==> config.mk <==
export PLATFORM = sky130hd
export DESIGN_NAME = cp0_pending
export DESIGN_NICKNAME = d
export VERILOG_FILES = /design/src/rtl/cp0_pending.sv
export SDC_FILE = /design/constraint.sdc
export NUM_CORES = 1
export LEC_CHECK = 0
export CAP_MARGIN = 20
export CORE_MARGIN = 5
export CORE_UTILIZATION = 20
export CTS_CLUSTER_SIZE = 16
export DETAILED_ROUTE_END_ITERATION = 7
export GPL_ROUTABILITY_DRIVEN = 0
export HOLD_SLACK_MARGIN = 0.08
export PLACE_DENSITY = 0.85
export SKIP_CTS_REPAIR_TIMING = 1
export SYNTH_ARGS = -nofsm -noshare
export SYNTH_HDL_FRONTEND = slang
export SYNTH_SLANG_ARGS = --single-unit
==> constraint.sdc <==
create_clock -name clk -period 0.8 [get_ports clk]
set_input_delay 0.08 -clock clk [delete_from_list [all_inputs] [get_ports clk]]
set_output_delay 0.08 -clock clk [all_outputs]
set_load 0.01 [all_outputs]
==> src/rtl/cp0_pending.sv <==
// Purpose: builds the CP0 interrupt-pending vector (timer, synchronised hardware, software bits) plus the MFC0 read path for Count/Compare/Cause.
// Latency: hw_irq -> ip[6:2] two edges; MTC0 Cause -> ip[1:0] one edge; Count==Compare -> ip[7] one edge; rd_data is combinational.
// Backpressure: none; mtc0_we is a single-cycle strobe that is always accepted.
//
// Parameters: CNT_DIV (Count prescale, 1..16), COMPARE_RST (Compare reset value).
// Ports: clk, rst_n (async active-low); mtc0_we/mtc0_addr/mtc0_wdata (CP0 write);
//        rd_addr/rd_data (MFC0 read); hw_irq (async levels); ip (pending vector);
//        timer_irq_raw (copy of ip[7]).
// Build option: define CP0_TIMER_EN to include Count, Compare, the prescaler and
//        the timer interrupt; without it ip[7] is 0 and Count/Compare read as 0.

module cp0_pending #(
    parameter int unsigned CNT_DIV     = 2,
    parameter logic [31:0] COMPARE_RST = 32'hFFFF_FFFF
) (
    input  logic        clk,
    input  logic        rst_n,
    input  logic        mtc0_we,
    input  logic [4:0]  mtc0_addr,
    input  logic [31:0] mtc0_wdata,
    input  logic [4:0]  rd_addr,
    output logic [31:0] rd_data,
    input  logic [4:0]  hw_irq,
    output logic [7:0]  ip,
    output logic        timer_irq_raw
);

    localparam logic [4:0] ADDR_COUNT   = 5'd9;
    localparam logic [4:0] ADDR_COMPARE = 5'd11;
    localparam logic [4:0] ADDR_CAUSE   = 5'd13;

    logic        wr_cause;
    logic [4:0]  hw_sync1;
    logic [4:0]  hw_sync2;
    logic [1:0]  sw_ip;
    logic        timer_bit;
    logic [31:0] count_rd;
    logic [31:0] compare_rd;

    assign wr_cause = mtc0_we && (mtc0_addr == ADDR_CAUSE);

    // Two-flop synchroniser for the asynchronous hardware lines, plus the
    // software bits written through Cause[9:8].
    always_ff @(posedge clk or negedge rst_n) begin
        if (!rst_n) begin
            hw_sync1 <= '0;
            hw_sync2 <= '0;
            sw_ip    <= '0;
        end else begin
            hw_sync1 <= hw_irq;
            hw_sync2 <= hw_sync1;
            if (wr_cause) begin
                sw_ip <= mtc0_wdata[9:8];
            end
        end
    end

`ifdef CP0_TIMER_EN
    // Wide enough for the largest legal divide (16 -> max pre value 15).
    localparam int unsigned    PRE_W    = 5;
    localparam logic [PRE_W-1:0] PRE_LAST = PRE_W'(CNT_DIV - 1);

    logic [PRE_W-1:0] pre;
    logic [31:0]      count;
    logic [31:0]      compare;
    logic             timer_ip;
    logic             wr_count;
    logic             wr_compare;
    logic             unused_wdata;

    assign wr_count     = mtc0_we && (mtc0_addr == ADDR_COUNT);
    assign wr_compare   = mtc0_we && (mtc0_addr == ADDR_COMPARE);
    assign unused_wdata = 1'b0;

    always_ff @(posedge clk or negedge rst_n) begin
        if (!rst_n) begin
            pre      <= '0;
            count    <= '0;
            compare  <= COMPARE_RST;
            timer_ip <= 1'b0;
        end else begin
            // A software write to Count replaces the increment and restarts
            // the prescale period.
            if (wr_count) begin
                count <= mtc0_wdata;
                pre   <= '0;
            end else if (pre == PRE_LAST) begin
                count <= count + 32'd1;
                pre   <= '0;
            end else begin
                pre <= pre + 1'b1;
            end

            if (wr_compare) begin
                compare <= mtc0_wdata;
            end

            // Match uses the registered Count/Compare. A Compare write is the
            // acknowledge and beats a coincident match; otherwise the bit holds.
            if (wr_compare) begin
                timer_ip <= 1'b0;
            end else if (count == compare) begin
                timer_ip <= 1'b1;
            end
        end
    end

    assign timer_bit  = timer_ip;
    assign count_rd   = count;
    assign compare_rd = compare;
`else
    // Only Cause[9:8] is consumed when the timer is absent.
    logic unused_wdata;
    assign unused_wdata = ^{mtc0_wdata[31:10], mtc0_wdata[7:0]};

    assign timer_bit  = 1'b0;
    assign count_rd   = '0;
    assign compare_rd = '0;
`endif

    assign ip            = {timer_bit, hw_sync2, sw_ip};
    assign timer_irq_raw = timer_bit;

    // Read path sees register outputs, so a same-cycle write reads old data.
    always_comb begin
        rd_data = '0;
        case (rd_addr)
            ADDR_COUNT:   rd_data = count_rd;
            ADDR_COMPARE: rd_data = compare_rd;
            ADDR_CAUSE:   rd_data = {16'b0, ip, 8'b0};
            default:      rd_data = '0;
        endcase
    end

endmodule

==> flow_summary.toml <==
[run_status]
status = "finished, violations left"
violations = "setup timing"

[setup_path]
cp-start-kind = "flip-flop"
cpLargestDelayFamily = "flip-flops"
slowest_delay_ns = 0.41
r2r-start = "sw_ip[1]"
rr_worst_depth = 1
endpoint_kind = "output port"
crit_chain = "and2_4 -> buf_6"
critPathRequiredTime_ns = 0.72
crit_type = "flip-flop to output port"
regToRegEndpoint = "sw_ip[1]"
critPathSlowestCell = "dfrtp_1"
arrival_ns = 0.93
cp_max_fo = 3
reg2reg_slack_ns = 0
path_buf_inv = 1

[sta]
final.setup_skew_ns = 0.00167
setup_ws_ns = -0.214
fin_crit_sh_pct = 127
whs_ns = 0.148
rsz0062_at_grt = "true"
slew_viol_final = 0
setup_viol = 15
fin_crit_ns = 1.01
fmax_mhz = 986
hold_viol_final = 0

[synthesis]
synth.distinct_cells = 8
ys.warnings.count = 0
netlist_instances = 53
ys_ff_latch = 12
avgSynthCellArea_sq_um = 11.4
synth_area_sq_um = 607
synth_seq_area_share_pct = 49.5

[power_and_ir_drop]
power.total_mw = 1.41
p_per_area_nw_per_um2 = 1480
peakVddDrop_mv = 0.958
p_leak_nw = 0.556

[clock_network]
clkSinkCount = 12
root_buffer = "clkbuf_4"
clockBufferDepth = 2
clkTransAtPathRegs_ns = 0.07
htree_num_levels = 1
cts_buffers = 3
cts_tree = "done"
clock_latency_ns = 0.27

[min_path]
hp-class = "primary input to asynchronous set/reset pin"

[drt]
ant_nets = 0
drt-pass1-iter-count = 1
wl_microns = 1330
num_vias = 401
vias_per_cell = 3.26
drtIter0Drc = 0
wire_per_inst_microns = 10.8
drc = 0

[global_routing]
overflow = 0
grt_pass1_wl_microns = 1770
first_global_vias = 378
antenna_found_initial = 0
track_usage_pct = 5.80
grt_max_degree = 13

[floorplan]
io_pins = 91
die_width_microns = 65.1
initial_core_util_pct = 20.4
rows = 20
fp.dieH_microns = 65.1
core_sq_um = 2980
die_area_sq_um = 4240

[cells_and_area]
drive_above_1_share_pct = 32.2
antennaDiodeCount = 0
fin_nets = 141
syn_to_final_growth_pct = 57.5
fin_area_sq_um = 956

[place]
placed_area_sq_um = 901
dpl.hpwl_microns = 1220
portBuffers = 33

[run]
drv_cap = 0
[cell usage in the layout (no fill, tap or decap), drive strengths merged]
master         synthesis  routed
and2                   7       7
buf                   27       9
clkbuf                 0      11
clkdlybuf4s50          0       8
conb                   1      27
dfrtp                 12      12
dlymetal6s2s           0      10
mux2                   2       2
nand4b                 2       2
nor2                   1       1
nor3b                  1       1
[power breakdown]
part	total (mW)	internal (mW)	switching, mW
Sequential	0.679	0.652	0.0274
Combinational	0.274	0.142	0.132
Clock	0.458	0.277	0.182
Total	1.41	1.07	0.341
[registers in the layout (all words and copies together) (netlist names)]
signal	flops
hw_sync2	5
hw_sync1	5
sw_ip	2
[layout make-up]
type	count	area (sq um)
sequential	12	300
fill	311	2020
timing repair buffer	34	344
multi-input combinational	40	234
tap	33	41.3
clock buffer	4	36.3
[worst max path at each step]
stage               cells after the start    endpoint          from
finish                                  2  rd_data[9]      sw_ip[1]
detailed placement                      6  rd_data[8]    rd_addr[3]
CTS                                     6  rd_data[8]    rd_addr[3]
floorplan                               3    sw_ip[0]  mtc0_addr[4]
global placement                        6  rd_data[8]    rd_addr[1]
global route                            2  rd_data[9]      sw_ip[1]
[layer usage]
layer	vias to the layer above	share of wire (%)	track usage, %
met3	2	8.6	2.08
met2	26	65	12.9
met1	187	25	3.73
met5	-	0	0
li1	186	-	-
met4	0	1.2	3.11
[cells by family (layout without fill, tap and decap cells)]
group                  count (synthesis)  count (layout)  synth area share, %
and+or+nand+nor                       11              11                 12.8
buffers and inverters                 27              38                 33.4
other                                  1              27                0.618
muxes                                  2               2                 3.71
DFF                                   12              12                 49.5
[metrics by stage]
| step | instances | worst slack (ns) | TNS [ns] | util [%] |
|---|---|---|---|---|
| detailed placement | 120 | -0.831 | -8.06 | 30.3 |
| finish | 123 | -0.214 | -1.87 | 32.1 |
| CTS | 124 | -0.839 | -9.65 | 31.5 |
| global route | 123 | -0.248 | -2.46 | 32.1 |
| global placement | 120 | -0.810 | -7.71 | 30.3 |
| floorplan | 79 | -0.0991 | -0.198 | - |
[synthesized netlist by cell type]
master	number	area (sq um)
dfrtp_1	12	300
nor2_1	1	3.75
buf_4	27	203
conb_1	1	3.75
mux2_1	2	22.5
nand4b_1	2	17.5
and2_1	7	43.8
nor3b_2	1	12.5
No activity file was read; power rests on OpenSTA's default activity.
